[config.mk]
export PLATFORM = sky130hd
export DESIGN_NAME = window_buffer_kxk_stream
export DESIGN_NICKNAME = d
export VERILOG_FILES = /design/src/rtl/window_buffer_kxk_stream.sv
export SDC_FILE = /design/constraint.sdc
export NUM_CORES = 1
export LEC_CHECK = 0
export CORE_ASPECT_RATIO = 0.6
export CORE_MARGIN = 8
export CORE_UTILIZATION = 45
export DETAILED_ROUTE_END_ITERATION = 10
export HOLD_SLACK_MARGIN = 0.12
export PLACE_DENSITY = 0.68
export SYNTH_ARGS = -nofsm -noshare
export SYNTH_HDL_FRONTEND = slang
export SYNTH_SLANG_ARGS = --single-unit
[constraint.sdc]
create_clock -name clk -period 4.37 [get_ports clk]
set_input_delay 0.874 -clock clk [delete_from_list [all_inputs] [get_ports clk]]
set_output_delay 0.874 -clock clk [all_outputs]
set_load 0.005 [all_outputs]
[src/rtl/window_buffer_kxk_stream.sv]
// Streaming KxK sliding-window generator: raster-order pixels in, flattened KxK windows out.
// Optional WINBUF_SYNC_EN: an accepted in_sof beat restarts the frame position at (0,0).
module window_buffer_kxk_stream #(
  parameter int unsigned DATA_W     = 8,
  parameter int unsigned IMG_WIDTH  = 8,
  parameter int unsigned IMG_HEIGHT = 8,
  parameter int unsigned K          = 3,
  parameter int unsigned STRIDE     = 1
) (
  input  logic                  clk,
  input  logic                  rst,
  input  logic                  in_valid,
  output logic                  in_ready,
  input  logic [DATA_W-1:0]     in_data,
  input  logic                  in_sof,
  output logic                  out_valid,
  input  logic                  out_ready,
  output logic [K*K*DATA_W-1:0] win_out,
  output logic                  out_last,
  output logic                  sof_err
);

  localparam int unsigned CW      = $clog2(IMG_WIDTH);
  localparam int unsigned RW      = $clog2(IMG_HEIGHT);
  localparam int unsigned PW      = (STRIDE > 1) ? $clog2(STRIDE) : 1;
  localparam int unsigned LastRow = K - 1 + STRIDE * ((IMG_HEIGHT - K) / STRIDE);
  localparam int unsigned LastCol = K - 1 + STRIDE * ((IMG_WIDTH - K) / STRIDE);

  localparam logic [CW-1:0] ColMax  = CW'(IMG_WIDTH - 1);
  localparam logic [RW-1:0] RowMax  = RW'(IMG_HEIGHT - 1);
  localparam logic [CW-1:0] ColK    = CW'(K - 1);
  localparam logic [RW-1:0] RowK    = RW'(K - 1);
  localparam logic [CW-1:0] ColLast = CW'(LastCol);
  localparam logic [RW-1:0] RowLast = RW'(LastRow);
  localparam logic [PW-1:0] PhMax   = PW'(STRIDE - 1);

  logic [CW-1:0] col_q, col_d, eff_col;
  logic [RW-1:0] row_q, row_d, eff_row;
  logic [PW-1:0] cph_q, cph_d, eff_cph;
  logic [PW-1:0] rph_q, rph_d, eff_rph;
  logic          sof_hit, accept, emit, last_hit;

  logic [DATA_W-1:0] lb_q  [K-1][IMG_WIDTH];
  logic [DATA_W-1:0] win_q [K][K];
  logic [DATA_W-1:0] win_d [K][K];
  logic [K*K*DATA_W-1:0] win_flat;

  logic                  out_valid_q, out_last_q, sof_err_q;
  logic [K*K*DATA_W-1:0] win_out_q;

  function automatic logic [PW-1:0] ph_step(input logic [PW-1:0] ph);
    return (ph == PhMax) ? '0 : ph + 1'b1;
  endfunction

`ifdef WINBUF_SYNC_EN
  assign sof_hit = in_sof;
`else
  logic unused_sof;
  assign unused_sof = in_sof;
  assign sof_hit    = 1'b0;
`endif

  assign in_ready = !out_valid_q || out_ready;
  assign accept   = in_valid && in_ready;

  // A sof beat is processed as if it sat at (0,0) with both phases cleared.
  assign eff_col = sof_hit ? '0 : col_q;
  assign eff_row = sof_hit ? '0 : row_q;
  assign eff_cph = sof_hit ? '0 : cph_q;
  assign eff_rph = sof_hit ? '0 : rph_q;

  assign emit     = (eff_col >= ColK) && (eff_row >= RowK) && (eff_cph == '0) && (eff_rph == '0);
  assign last_hit = (eff_col == ColLast) && (eff_row == RowLast);

  always_comb begin
    col_d = col_q;
    row_d = row_q;
    cph_d = cph_q;
    rph_d = rph_q;
    if (accept) begin
      row_d = eff_row;
      rph_d = eff_rph;
      if (eff_col == ColMax) begin
        col_d = '0;
        cph_d = '0;
        if (eff_row == RowMax) begin
          row_d = '0;
          rph_d = '0;
        end else begin
          row_d = eff_row + 1'b1;
          rph_d = (eff_row + 1'b1 == RowK) ? '0 : ph_step(eff_rph);
        end
      end else begin
        col_d = eff_col + 1'b1;
        cph_d = (eff_col + 1'b1 == ColK) ? '0 : ph_step(eff_cph);
      end
    end
  end

  // Shift the window left one column; the new right column is line buffers plus the new pixel.
  always_comb begin
    win_d = win_q;
    for (int i = 0; i < K; i++) begin
      for (int j = 0; j < K - 1; j++) begin
        win_d[i][j] = win_q[i][j+1];
      end
    end
    win_d[K-1][K-1] = in_data;
    for (int k = 0; k < K - 1; k++) begin
      win_d[K-2-k][K-1] = lb_q[k][eff_col];
    end
  end

  always_comb begin
    win_flat = '0;
    for (int i = 0; i < K; i++) begin
      for (int j = 0; j < K; j++) begin
        win_flat[(i*K+j)*DATA_W +: DATA_W] = win_d[i][j];
      end
    end
  end

  // Storage is never reset: the emission gating guarantees stale entries are overwritten first.
  always_ff @(posedge clk) begin
    if (accept) begin
      lb_q[0][eff_col] <= in_data;
      for (int k = 1; k < K - 1; k++) begin
        lb_q[k][eff_col] <= lb_q[k-1][eff_col];
      end
      win_q <= win_d;
    end
  end

  always_ff @(posedge clk) begin
    if (rst) begin
      col_q       <= '0;
      row_q       <= '0;
      cph_q       <= '0;
      rph_q       <= '0;
      out_valid_q <= 1'b0;
      out_last_q  <= 1'b0;
      win_out_q   <= '0;
      sof_err_q   <= 1'b0;
    end else begin
      col_q     <= col_d;
      row_q     <= row_d;
      cph_q     <= cph_d;
      rph_q     <= rph_d;
      sof_err_q <= accept && sof_hit && ((col_q != '0) || (row_q != '0));
      if (accept && emit) begin
        out_valid_q <= 1'b1;
        win_out_q   <= win_flat;
        out_last_q  <= last_hit;
      end else if (out_ready) begin
        out_valid_q <= 1'b0;
      end
    end
  end

  assign out_valid = out_valid_q;
  assign win_out   = win_out_q;
  assign out_last  = out_last_q;
  assign sof_err   = sof_err_q;

endmodule
==> results.yml <==
outcome:
  status: "complete, no violations"
route:
  wirelength_um: 19200
  wl_per_cell_um: 19.3
  drt-pass1-iter-count: 5
  dr.first_iter.drc_count: 344
  drc: 0
  dr_total_vias: 5123
  via_per_inst: 5.13
  ant_nets: 0
cells_and_area:
  register_area_mm2: 0.00689
  fin_util_pct: 55.3
  area_growth_pct: 20.2
  stdcell_count: 998
  multi_input_area_mm2: 0.00215
  fillers: 1597
  final_common_cell: "edfxtp_1"
  mostFrequentLayoutCells: "edfxtp_1 (176), nand2_1 (124), clkdlybuf4s50_1 (85)"
  diodes: 0
  drive_gt1_share_pct: 14.5
  finish.instance_area_mm2: 0.0111
  finalNetCount: 727
synthesis:
  syn-num-nets: 636
  ys_types: 29
  synth-edff-count: 176
  synth-seq-cells: 256
  avgSynthCellArea_um2: 15.0
  syn_inst: 617
  ys_seq_area_share_pct: 74.6
  syn_area_mm2: 0.00924
  synthFlopType: "edfxtp_1"
  yosysWarnings: 0
  async_flop_share_pct: 0
critical_path:
  crit_chain: "clkdlybuf4s50_1, nand2b_1, clkdlybuf4s50_1"
  critPathLaunchType: "primary input"
  cp.required_ns: 3.50
  regToRegSetupSlack_ns: 2.06
  slowest_delay_ns: 0.55
  r2r_cells: 5
  critPathArrivalTime_ns: 2.08
  cpMostUsedCell: "clkdlybuf4s50_1"
  crit_slowest_cell: "clkdlybuf4s50_1"
  path_class: "in2out"
  endpoint_kind: "output port"
  worst-path-stages: 3
  cp.buffers_inverters: 2
  reg2reg_to: "win_out[43]"
  crit_path_max_fanout: 6
  crit_family: "buffers and inverters"
  timing.rr.start: "col_q[0]"
cts:
  h-tree-depth: 1
  clock_path_buffers: 3
  holdBufCountCts: 0
  cts_made_buffers: 23
  cts_num_sinks: 256
  insertion_delay_ns: 0.50
  cts_resized: 0
  cts_setup_buffers: 0
  cts_root_buffer: "clkbuf_16"
  clkTransAtPathRegs_ns: 0.07
  cts_tree: "built"
sta:
  final.setup.worst_slack_ns: 1.41
  hold_slack_ns: 0.453
  skew_ns: 0.0136
  hold_violations: 0
  finalSetupViolCount: 0
  drv_slew: 0
  rsz0062_at_grt: "no"
  setup_tns_ns: 0
  slew_headroom_pct: 38.5
  fmax_mhz: 338
  post-route-period-util_pct: 67.6
  min_period_ns: 2.96
  worst_pin_slew_ns: 0.922
power_and_ir_drop:
  power_density_mw_per_mm2: 434
  total_power_mw: 4.82
  vdd_drop_max_mv: 0.285
  p_int_mw: 3.83
  pwr-share-clk_pct: 39.3
  power.share.sequential_pct: 56.1
  switching_share_pct: 20.5
  p_comb_share_pct: 4.6
  power_switching_uw: 987
  leakage_nw: 3.57
place:
  io_buffers: 86
  dp_hpwl_um: 12400
  dp.cells: 956
  detailedPlace.worstSlack_ns: 1.02
  gp_congestion: 0.765
  placed_area_mm2: 0.0104
global_routing:
  track_usage_pct: 14.8
  grt_pass1_vias: 5319
  grt_max_degree: 74
  antenna_found_initial: 0
  grt_first_pass_wirelength_um: 30200
  overflow: 0
hold_path:
  hold_class: "reg2reg"
  whs_endpoint: "win_d[43]"
  min_from: "win_d[35]"
  whs_path_depth: 0
floorplan:
  io_pins: 89
  dieArea_mm2: 0.0255
  start_util_pct: 46.0
  die_w_um: 201
  die_y_um: 127
  rows: 40
  core_mm2: 0.0201
flow_run:
  max_cap_violations: 0
==> state kept, by name, indices dropped and copies added (netlist names) <==
register	flops
win_out	72
lb_q	128
out_valid	1
col_q	3
win_d	48
out_last	1
eff_row	3
==> how the worst max path moves through the flow <==
stage / start / endpoint / slack, ns
floorplan: out_ready / lb_q[0][24] / 0.11
global placement: out_ready / lb_q[0][10] / 1.05
detailed placement: out_ready / eff_row[1] / 1.02
CTS: out_ready / in_ready / 1.41
global route: out_ready / eff_row[1] / 1.32
finish: out_ready / in_ready / 1.41
==> cells by family after synthesis <==
family                     Yosys count  synth area share (%)
AOI/OAI and AO/OA                   71                  4.00
adders and majority gates            6                 0.813
buffers and inverters               44                  2.67
DFF                                256                  74.6
muxes                               48                  9.54
other                                1                0.0406
and+or+nand+nor                    191                  8.39
==> worst register-to-register path: stages, from the launching register on <==
cell,delay (ns)
dfxtp_2,0.33
buf_4,0.57
mux4_2,0.62
mux2_2,0.41
nor2_1,0.14
nor3_1,0.07
==> cell usage after synthesis (2+ instances only) <==
library cell | instances | area share (%)
buf_4 | 7 | 0.57
mux4_2 | 30 | 7.3
dfxtp_1 | 80 | 17
inv_1 | 4 | 0.16
nand3_1 | 3 | 0.16
mux2_1 | 2 | 0.24
clkbuf_1 | 14 | 0.57
mux2_2 | 14 | 1.7
nand2b_1 | 2 | 0.14
nor3_1 | 19 | 1.0
edfxtp_1 | 176 | 57
buf_2 | 14 | 0.76
nand2_1 | 124 | 5.0
ha_1 | 6 | 0.81
buf_6 | 5 | 0.61
nor2_1 | 34 | 1.4
or3_1 | 5 | 0.34
a21oi_1 | 67 | 3.6
==> cell type report <==
class,instances,share of cell area [%]
clock buffers,33,5.70
clock inverters,9,0.631
inverters,4,0.135
multi-input cells,317,19.4
flip-flops and latches,256,62.0
well taps,273,3.08
repair buffers,106,9.06
==> power by group through the flow <==
stage	logic (mW)	registers [mW]	clock network (mW)
after CTS	0.225	2.70	1.93
after global placement	0.215	2.75	0
final	0.220	2.70	1.90
after detailed placement	0.223	2.76	0
after global routing	0.237	2.71	2.03
after floorplan	0.142	2.75	0
==> layer usage <==
layer	routed length [um]	up-vias	track usage (%)
met2	8980	144	23.6
met1	8480	2534	20.1
met3	1510	23	4.52
met4	261	0	2.59
li1	-	2422	-
met5	0	-	0
Power figures use the tool's default switching activity.
